[src/rtl/tx_huge_page_sched_pkg.sv]
// Shared types and constants for the huge-page TX read scheduler.
// Holds the FSM encoding, default request cap and 4 KB boundary geometry.
package tx_huge_page_sched_pkg;

  typedef enum logic [2:0] {
    ST_IDLE  = 3'd0,
    ST_ISSUE = 3'd1,
    ST_DRAIN = 3'd2,
    ST_FREE  = 3'd3,
    ST_CMPL  = 3'd4
  } sched_state_t;

  localparam int DEF_MAX_RD_QW = 64;
  localparam int PAGE_4K_BYTES = 4096;
  localparam int QW_BYTES      = 8;
  localparam int PAGE_4K_QW    = PAGE_4K_BYTES / QW_BYTES;
  localparam int RD_LEN_W      = 10;

  function automatic logic [RD_LEN_W-1:0] min_len(input logic [RD_LEN_W-1:0] a,
                                                  input logic [RD_LEN_W-1:0] b);
    return (a < b) ? a : b;
  endfunction

endpackage

[src/rtl/tx_rd_chunk_calc.sv]
// Next read length: min(remaining, MAX_RD_QW, qwords left before the 4 KB line).
// Purely combinational; zero when nothing remains.
module tx_rd_chunk_calc
  import tx_huge_page_sched_pkg::*;
#(
  parameter int MAX_RD_QW = DEF_MAX_RD_QW
) (
  input  logic [8:0]          addr_qw,
  input  logic [31:0]         remaining,
  output logic [RD_LEN_W-1:0] chunk_qwords
);

  localparam logic [RD_LEN_W-1:0] MAX_QW_L  = RD_LEN_W'(MAX_RD_QW);
  localparam logic [RD_LEN_W-1:0] PAGE_QW_L = RD_LEN_W'(PAGE_4K_QW);

  logic [RD_LEN_W-1:0] rem_clip;
  logic [RD_LEN_W-1:0] to_boundary;

  always_comb begin
    rem_clip     = (remaining > 32'(MAX_RD_QW)) ? MAX_QW_L : remaining[RD_LEN_W-1:0];
    // addr_qw is the qword index inside the 4 KB page, so this is 1..512
    to_boundary  = PAGE_QW_L - {1'b0, addr_qw};
    chunk_qwords = min_len(rem_clip, to_boundary);
  end

endmodule

[src/rtl/tx_huge_page_sched.sv]
// Ping-pong huge-page scheduler: splits each page into 4 KB-safe read requests,
// caps requests in flight, then frees the page and posts its completion.
module tx_huge_page_sched
  import tx_huge_page_sched_pkg::*;
#(
  parameter int MAX_RD_QW       = DEF_MAX_RD_QW,
  parameter int MAX_OUTSTANDING = 4
) (
  input  logic                trn_clk,
  input  logic                reset_n,
  input  logic [63:0]         huge_page_addr_1,
  input  logic [63:0]         huge_page_addr_2,
  input  logic [31:0]         huge_page_qwords_1,
  input  logic [31:0]         huge_page_qwords_2,
  input  logic                huge_page_status_1,
  input  logic                huge_page_status_2,
  output logic                huge_page_free_1,
  output logic                huge_page_free_2,
  output logic                rd_req_valid,
  input  logic                rd_req_ready,
  output logic [63:0]         rd_req_addr,
  output logic [RD_LEN_W-1:0] rd_req_qwords,
  input  logic                rd_done,
  output logic                cmpl_req_valid,
  output logic                cmpl_req_page,
  input  logic                cmpl_ack
);

  localparam int OW = $clog2(MAX_OUTSTANDING + 1);
  localparam logic [OW-1:0] MAX_OUT_L = OW'(MAX_OUTSTANDING);
  localparam logic [OW-1:0] ONE_L     = OW'(1);

  sched_state_t        state;
  logic                turn;
  logic [63:0]         cur_addr;
  logic [31:0]         remaining;
  logic [OW-1:0]       outstanding;
  logic [RD_LEN_W-1:0] chunk_qw;
  logic [31:0]         rem_after;
  logic                accept;
  logic                done_eff;
  logic                sel_status;
  logic [63:0]         sel_addr;
  logic [31:0]         sel_qwords;

  tx_rd_chunk_calc #(
    .MAX_RD_QW    (MAX_RD_QW)
  ) u_chunk (
    .addr_qw      (cur_addr[11:3]),
    .remaining    (remaining),
    .chunk_qwords (chunk_qw)
  );

  // Request fields come straight from state registers, so they hold while stalled
  assign rd_req_valid  = (state == ST_ISSUE) && (remaining != '0) && (outstanding < MAX_OUT_L);
  assign rd_req_addr   = cur_addr;
  assign rd_req_qwords = chunk_qw;

  assign accept    = rd_req_valid && rd_req_ready;
  assign done_eff  = rd_done && (outstanding != '0);
  assign rem_after = remaining - 32'(chunk_qw);

  assign sel_status = turn ? huge_page_status_2 : huge_page_status_1;
  assign sel_addr   = turn ? huge_page_addr_2   : huge_page_addr_1;
  assign sel_qwords = turn ? huge_page_qwords_2 : huge_page_qwords_1;

  always_ff @(posedge trn_clk or negedge reset_n) begin
    if (!reset_n) begin
      state            <= ST_IDLE;
      turn             <= 1'b0;
      cur_addr         <= '0;
      remaining        <= '0;
      outstanding      <= '0;
      huge_page_free_1 <= 1'b0;
      huge_page_free_2 <= 1'b0;
      cmpl_req_valid   <= 1'b0;
      cmpl_req_page    <= 1'b0;
    end else begin
      huge_page_free_1 <= 1'b0;
      huge_page_free_2 <= 1'b0;

      if (accept && !done_eff) begin
        outstanding <= outstanding + ONE_L;
      end else if (!accept && done_eff) begin
        outstanding <= outstanding - ONE_L;
      end

      case (state)
        ST_IDLE: begin
          if (sel_status) begin
            cur_addr  <= sel_addr;
            remaining <= sel_qwords;
            if (sel_qwords == '0) begin
              state            <= ST_FREE;
              huge_page_free_1 <= ~turn;
              huge_page_free_2 <= turn;
            end else begin
              state <= ST_ISSUE;
            end
          end
        end
        ST_ISSUE: begin
          if (accept) begin
            cur_addr  <= cur_addr + (64'(chunk_qw) << 3);
            remaining <= rem_after;
            if (rem_after == '0) state <= ST_DRAIN;
          end
        end
        ST_DRAIN: begin
          if (outstanding == '0) begin
            state            <= ST_FREE;
            huge_page_free_1 <= ~turn;
            huge_page_free_2 <= turn;
          end
        end
        ST_FREE: begin
          state          <= ST_CMPL;
          cmpl_req_valid <= 1'b1;
          cmpl_req_page  <= turn;
        end
        ST_CMPL: begin
          if (cmpl_ack) begin
            cmpl_req_valid <= 1'b0;
            turn           <= ~turn;
            state          <= ST_IDLE;
          end
        end
        default: state <= ST_IDLE;
      endcase
    end
  end

endmodule

[config.mk]
export PLATFORM = sky130hd
export DESIGN_NAME = tx_huge_page_sched
export DESIGN_NICKNAME = d
export VERILOG_FILES = /design/src/rtl/tx_huge_page_sched_pkg.sv /design/src/rtl/tx_rd_chunk_calc.sv /design/src/rtl/tx_huge_page_sched.sv
export SDC_FILE = /design/constraint.sdc
export NUM_CORES = 1
export LEC_CHECK = 0
export CORE_ASPECT_RATIO = 1.25
export CORE_MARGIN = 1.5
export CORE_UTILIZATION = 53
export DETAILED_ROUTE_END_ITERATION = 6
export PLACE_DENSITY_LB_ADDON = 0.25
export SETUP_SLACK_MARGIN = 0.02
export SLEW_MARGIN = 25
export SYNTH_ARGS = -nofsm -noshare
export SYNTH_HDL_FRONTEND = slang
export SYNTH_SLANG_ARGS = --single-unit
export TNS_END_PERCENT = 10
[constraint.sdc]
create_clock -name trn_clk -period 12 [get_ports trn_clk]
set_input_delay 1.8 -clock trn_clk [delete_from_list [all_inputs] [get_ports trn_clk]]
set_output_delay 1.8 -clock trn_clk [all_outputs]
set_load 0.01 [all_outputs]
# Word level (Yosys, flattened, before mapping)
# Index checks and enable logic that the tools add are counted.
# totals
regBits,107
inputBits,199
wordCells,78
# classes
add_sub_neg,5
magnitude_cmp,3
eq_ne,9
mux,30
bitwise,1
n_reduce_logical,21
# op_table
op,count
$mux W64,3
$pmux W64 S2,1
$mux W32,3
$add A64 B13 Y64,1
$logic_not A32 Y1,2
$pmux W32 S2,1
$gt A32 B7 Y1 const B,1
$reduce_bool A32 Y1,1
$sub A32 B10 Y32,1
$mux W3,7
$mux W10,2
$pmux W3 S5,1
$lt A10 B10 Y1,1
$sub A10 B9 Y10 const A,1
$mux W1,8
$ne A2 B2 Y1 const B,4
$eq A3 B2 Y1 const B,2
$logic_and A1 B1 Y1,6
$logic_not A3 Y1,2
$pmux W1 S2,3
$reduce_bool A2 Y1,3
$reduce_and A5 Y1,1
$reduce_and A2 Y1,2
$add A3 B1 Y3 const B,1
other kinds (10),11

# Depth between registers and ports, before layout
# logic_depth
depth_word,9
depth_mapped,25
depth_no_buf,23

# By module
# Synthesis repeated with hierarchy kept, for this count alone.
# unflattened
cells_unflattened,1154
hier_area_um2,9332.7
# modules_own_cells
module,instances,cells_each,area_per_inst_um2,seq_area_each_um2
tx_huge_page_sched,1,1076,8763.4,2677.6
tx_rd_chunk_calc,1,78,569.3,0.0

# Worst setup path before layout
# OpenSTA, ideal clock, no wires.
# synth_path
path_kind,flip-flop to flip-flop
from,reg remaining[19]
to,"reg cur_addr[45], in the netlist rd_req_addr[45]"
setup_time_ps,137
arrival_ps,5997
required_time_ps,11863
slack_ps,5866
path_stages_with_launch,23
path_buffers,1
path_cell_list,dfrtp_1 nor4_4 nand2_1 or3_4 a21oi_1 and2_1 ha_1 a21o_1 a2111oi_0 a21oi_1 a211oi_2 mux2_2 ha_1 fa_1 a21o_1 a21o_1 a2111oi_0 o31ai_1 nand3_1 clkbuf_1 o21ai_0 a21oi_1 a21oi_1
# synth_between
elab_chain_cells,7
# synth_rtl
element,line,text
start: declaration,tx_huge_page_sched.sv:36,logic [31:0] remaining;
start signal: assignment,tx_huge_page_sched.sv:92,remaining <= sel_qwords;
start signal: assignment,tx_huge_page_sched.sv:105,remaining <= rem_after;
$gt A32 B7 Y1 (*),tx_rd_chunk_calc.sv:20,rem_clip = (remaining > 32'(MAX_RD_QW)) ? MAX_QW_L : remaining[RD_LEN_W-1:0];
$mux W10 (*),tx_rd_chunk_calc.sv:20,
$lt A10 B10 Y1,tx_huge_page_sched_pkg.sv:21,return (a < b) ? a : b;
$mux W10 (*),tx_huge_page_sched_pkg.sv:21,
via rd_req_qwords[0],tx_huge_page_sched.sv:22,"output logic [RD_LEN_W-1:0] rd_req_qwords,"
$add A64 B13 Y64 (*),tx_huge_page_sched.sv:104,cur_addr <= cur_addr + (64'(chunk_qw) << 3);
$mux W64 (*),tx_huge_page_sched.sv:103,if (accept) begin
$pmux W64 S2 (*),tx_huge_page_sched.sv:88,case (state)
end signal: assignment,tx_huge_page_sched.sv:91,cur_addr <= sel_addr;
end signal: assignment,tx_huge_page_sched.sv:104,
end: declaration,tx_huge_page_sched.sv:35,logic [63:0] cur_addr;
# Mark *: on every way through the listed nets, which the timed path passes. The rest lies on a longest branch. The select of a mux whose other input is x is not followed.
# A chain may end at the register's enable or synchronous reset.

# Worst setup path after layout
# layout_path
from,reg remaining[10]
to,"reg cur_addr[45], in the netlist rd_req_addr[45]"
# layout_between
elab_chain_cells,7
# layout_rtl
element,line
$gt A32 B7 Y1,tx_rd_chunk_calc.sv:20
$mux W10,tx_rd_chunk_calc.sv:20
$lt A10 B10 Y1,tx_huge_page_sched_pkg.sv:21
$mux W10,tx_huge_page_sched_pkg.sv:21
$add A64 B13 Y64,tx_huge_page_sched.sv:104
$mux W64,tx_huge_page_sched.sv:103
$pmux W64 S2,tx_huge_page_sched.sv:88
# Parallel ways exist; a longest one is shown, timed or not. The select of a mux whose other input is x is not followed.

==> flow_summary.yaml <==
outcome:
  status: "finished clean"
worst_setup_path:
  timing.critical_path.max_delay_family: "compound AO/OA/AOI/OAI gates"
  critical_path_depth: 21
  critical_path.max_stage_delay_ns: 0.91
  crit_path_max_fanout: 18
  worst_setup_path_endpoint: "rd_req_addr[45]"
  timing.critical_path.to_type: "register"
  crit_required_ns: 12.29
  crit-reg2reg-capture: "rd_req_addr[45]"
  start_to_end_type_of_the_worst_setup_path: "register to register"
  critical_path.startpoint: "remaining[10]"
  timing.critical_path.arrival_ns: 7.57
  timing.critical_path.buf_inv: 1
  worst_r2r_path_depth: 21
  slowest_stage: "sky130_fd_sc_hd__a2111oi_0"
  start_kind: "register"
  timing.critical_path.cells: "nor3_1 > nand4_1 > or3_4 > a21oi_1 > and2_1 > ha_1 > a21o_1 > a2111oi_0 > a21oi_1 > a211oi_2 > buf_4 > mux2_2 > fa_1 > a21o_1 > a21o_1 > a2111oi_0 > o31ai_1 > nand3_1 > nor2_1 > a32o_1 > a21oi_1"
  rr_startpoint: "remaining[10]"
  reg2reg_setup_slack_ns: 4.72
placed_design:
  place.detailed.hpwl_mm: 24.74
  place_congestion: 0.9553
  post_dp_cell_area_um2: 12100
  port_buffers: 277
yosys:
  yosys.area.top_type: "sky130_fd_sc_hd__dfrtp_1"
  mappedNetlistArea_um2: 9274
  async_flop_share_pct: 100.0
  seq_area_frac_synth_pct: 28.87
  synthDistinctLibCells: 76
  cells_after_synthesis: 1160
  yosys_register_bits: 107
  post_synth.cell_area_avg_um2: 7.995
  synth.top_cells.by_area: "sky130_fd_sc_hd__dfrtp_1 (29%), sky130_fd_sc_hd__mux2i_1 (9.0%), sky130_fd_sc_hd__a21oi_1 (5.9%)"
  synth_edf_count: 0
  synth-main-ff-cell: "sky130_fd_sc_hd__dfrtp_1"
  yosysWarningCount: 0
  synth.top_cell.area_share_pct: 28.87
clock_network:
  ctsHtreeMaxLevel: 3
  holdBufCountCts: 0
  cts.path.max_buffers: 2
  worst_setup_hold_path_clk_slew_ns: 0.08
  cts_tree: "done"
  cts-buffers-inserted: 9
  post_cts_buffers: 0
  cts_root_buffer: "sky130_fd_sc_hd__clkbuf_16"
  clock_sink_count: 107
  worst_skew_pair.late_latency_ns: 0.37
  cts_repair_resize_count: 0
floorplanning:
  floorplan.die.width_um: 121.3
  initial_core_util_pct: 54.63
  floorplan.core_area_um2: 16980
  die_height_um: 150.9
  floorplan.io_pins: 278
  placement_rows: 53
  die-area_um2: 18310
global_route:
  global_route.usage.met2_pct: 61.07
  grt_util_met3_pct: 6.627
  grt_antenna_before_repair: 0
  met1_usage_pct: 42.94
  grt_most_used_layer: "met2"
  via_count_of_the_first_global_routing_pass: 9661
  grt_first_pass_wirelength_mm: 50.59
  globalRouteTotalUtil_pct: 35.33
  grt_max_degree: 107
  global_route.overflow_total: 0
layout:
  layout.filler_cells: 1363
  syn2layout_area_growth_pct: 33.63
  nets: 1617
  diodes: 0
  share_of_layout_cells_above_drive_strength_1_pct: 5.544
  mostFrequentLayoutCell: "sky130_fd_sc_hd__clkdlybuf4s50_1"
  commonest_cells_after_routing_fill_and_taps_aside: "sky130_fd_sc_hd__clkdlybuf4s50_1 (276), sky130_fd_sc_hd__nor2_1 (110), sky130_fd_sc_hd__a21oi_1 (109)"
  final_design_area_no_fill_um2: 12390
pwr:
  power.static_leakage_nw: 4.586
  power_switching_share_pct: 48.08
  pwr-share-seq_pct: 26.4
  comb_power_share_pct: 62.0
  p_clk_share_pct: 11.6
  power_switching_mw: 1.251
  worst_ir_drop_on_vdd_mv: 0.1165
  power_per_cell_area_nw_per_um2: 210.0
  power_report.internal_total_mw: 1.351
sta:
  setup_tns_ns: 0
  report.final.slew_viol_count: 0
  clock-skew-final_ns: 0.01244
  final.period_utilization_pct: 60.65
  hold_viol: 0
  slew-limit-headroom_pct: 31.11
  setup_viol_count_final: 0
  achievable-frequency_ghz: 0.1374
  finalCriticalPeriod_ns: 7.278
  worst-slew-pin-transition_ns: 1.007
  grt_setup_unrepaired: "false"
route:
  post_route_wl_mm: 32.63
  drc: 0
  first_iter_violations: 945
  viasPerCell: 6.341
  routed-via-count: 10202
  dr.pass1.iters: 7
  wl_per_cell_um: 20.28
  ant_nets: 0
worst_hold_path:
  min_path_cells: 2
  timing.hold.worst.class: "register to register"
job:
  drv_cap: 0
[logic make-up (layout without fill, tap and decap cells)]
family          Yosys count  after routing  synth area share [%]
xor+xnor                 27             27                 2.550
simple gates            420            420                 22.25
buf+inv                 102            329                 4.412
mux                     112            112                 12.48
flops                   107            107                 28.87
compound gates          357            357                 24.57
fa+ha+maj                34             34                 4.830
other cells               1              3               0.04044
[stage by stage]
step | total power [mW] | util (%) | hold WS (ns) | std cells | setup WS [ns]
after floorplan | 1.676 | - | 0.4576 | 1162 | 5.866
after global placement | 2.242 | 71.27 | 0.4608 | 1593 | 5.054
after detailed placement | 2.267 | 71.27 | 0.4650 | 1593 | 4.939
after CTS | 2.573 | 72.95 | 0.4823 | 1609 | 4.872
after global routing | 2.781 | 73.00 | 0.4999 | 1609 | 4.267
final | 2.603 | 73.00 | 0.4844 | 1609 | 4.722
[synth_stat cells (15+ instances only)]
| cell | n |
|---|---|
| sky130_fd_sc_hd__xor2_1 | 16 |
| sky130_fd_sc_hd__inv_1 | 28 |
| sky130_fd_sc_hd__a211oi_1 | 19 |
| sky130_fd_sc_hd__ha_1 | 31 |
| sky130_fd_sc_hd__dfrtp_1 | 107 |
| sky130_fd_sc_hd__nor3_1 | 39 |
| sky130_fd_sc_hd__and2_1 | 15 |
| sky130_fd_sc_hd__nor2_1 | 110 |
| sky130_fd_sc_hd__clkbuf_1 | 53 |
| sky130_fd_sc_hd__mux2_2 | 29 |
| sky130_fd_sc_hd__and3_1 | 17 |
| sky130_fd_sc_hd__o21ai_0 | 91 |
| sky130_fd_sc_hd__nor4_1 | 18 |
| sky130_fd_sc_hd__nand3_1 | 56 |
| sky130_fd_sc_hd__mux2i_1 | 83 |
| sky130_fd_sc_hd__nand2_1 | 99 |
| sky130_fd_sc_hd__a21oi_1 | 109 |
[tightest hold or removal path: cells and delay by family (launching register included)]
kind,cells,cell delay [ns]
flops,1,0.35
compound gates,1,0.06
simple gates,1,0.05
[routing by layer]
layer,wire length (µm),vias to the layer above,share of wire (%)
li1,-,4747,-
met4,1385,0,4.2
met1,12380,4799,38
met3,2704,85,8.3
met5,0,-,0
met2,16160,571,50
[flip-flops by register name, indices dropped and copies added, names as in the netlist]
name and flops:
cmpl_req_page 1, cmpl_req_valid 1, huge_page_free_1 1, huge_page_free_2 1, outstanding 3, rd_req_addr 64
remaining 32, state 3, turn 1
[worst min path at each step]
stage | from | slack [ns] | endpoint
after floorplan | outstanding[2] | 0.46 | outstanding[2]
after detailed placement | rd_req_addr[2] | 0.46 | rd_req_addr[2]
after global routing | rd_req_addr[2] | 0.50 | rd_req_addr[2]
after global placement | rd_req_addr[2] | 0.46 | rd_req_addr[2]
after CTS | rd_req_addr[2] | 0.48 | rd_req_addr[2]
final | rd_req_addr[2] | 0.48 | rd_req_addr[2]
[power by group through the flow]
stage / clock [mW] / sequential [mW] / combinational, mW
after floorplan: 0 / 0.663 / 1.01
after global placement: 0 / 0.680 / 1.56
after detailed placement: 0 / 0.684 / 1.58
after CTS: 0.300 / 0.680 / 1.59
after global routing: 0.313 / 0.708 / 1.76
final: 0.301 / 0.688 / 1.61
[cell type report]
| cell class | count | area, µm² | share of cell area, % |
|---|---|---|---|
| clock buffers | 9 | 225.2 | 1.817 |
| inverters | 29 | 108.9 | 0.8783 |
| clock inverters | 7 | 60.06 | 0.4846 |
| flip-flops and latches | 107 | 2681 | 21.64 |
| multi-input cells | 953 | 6220 | 50.19 |
| repair buffers | 284 | 2823 | 22.78 |
| well taps | 220 | 275.3 | 2.221 |
(Power assumes the default switching activity.)
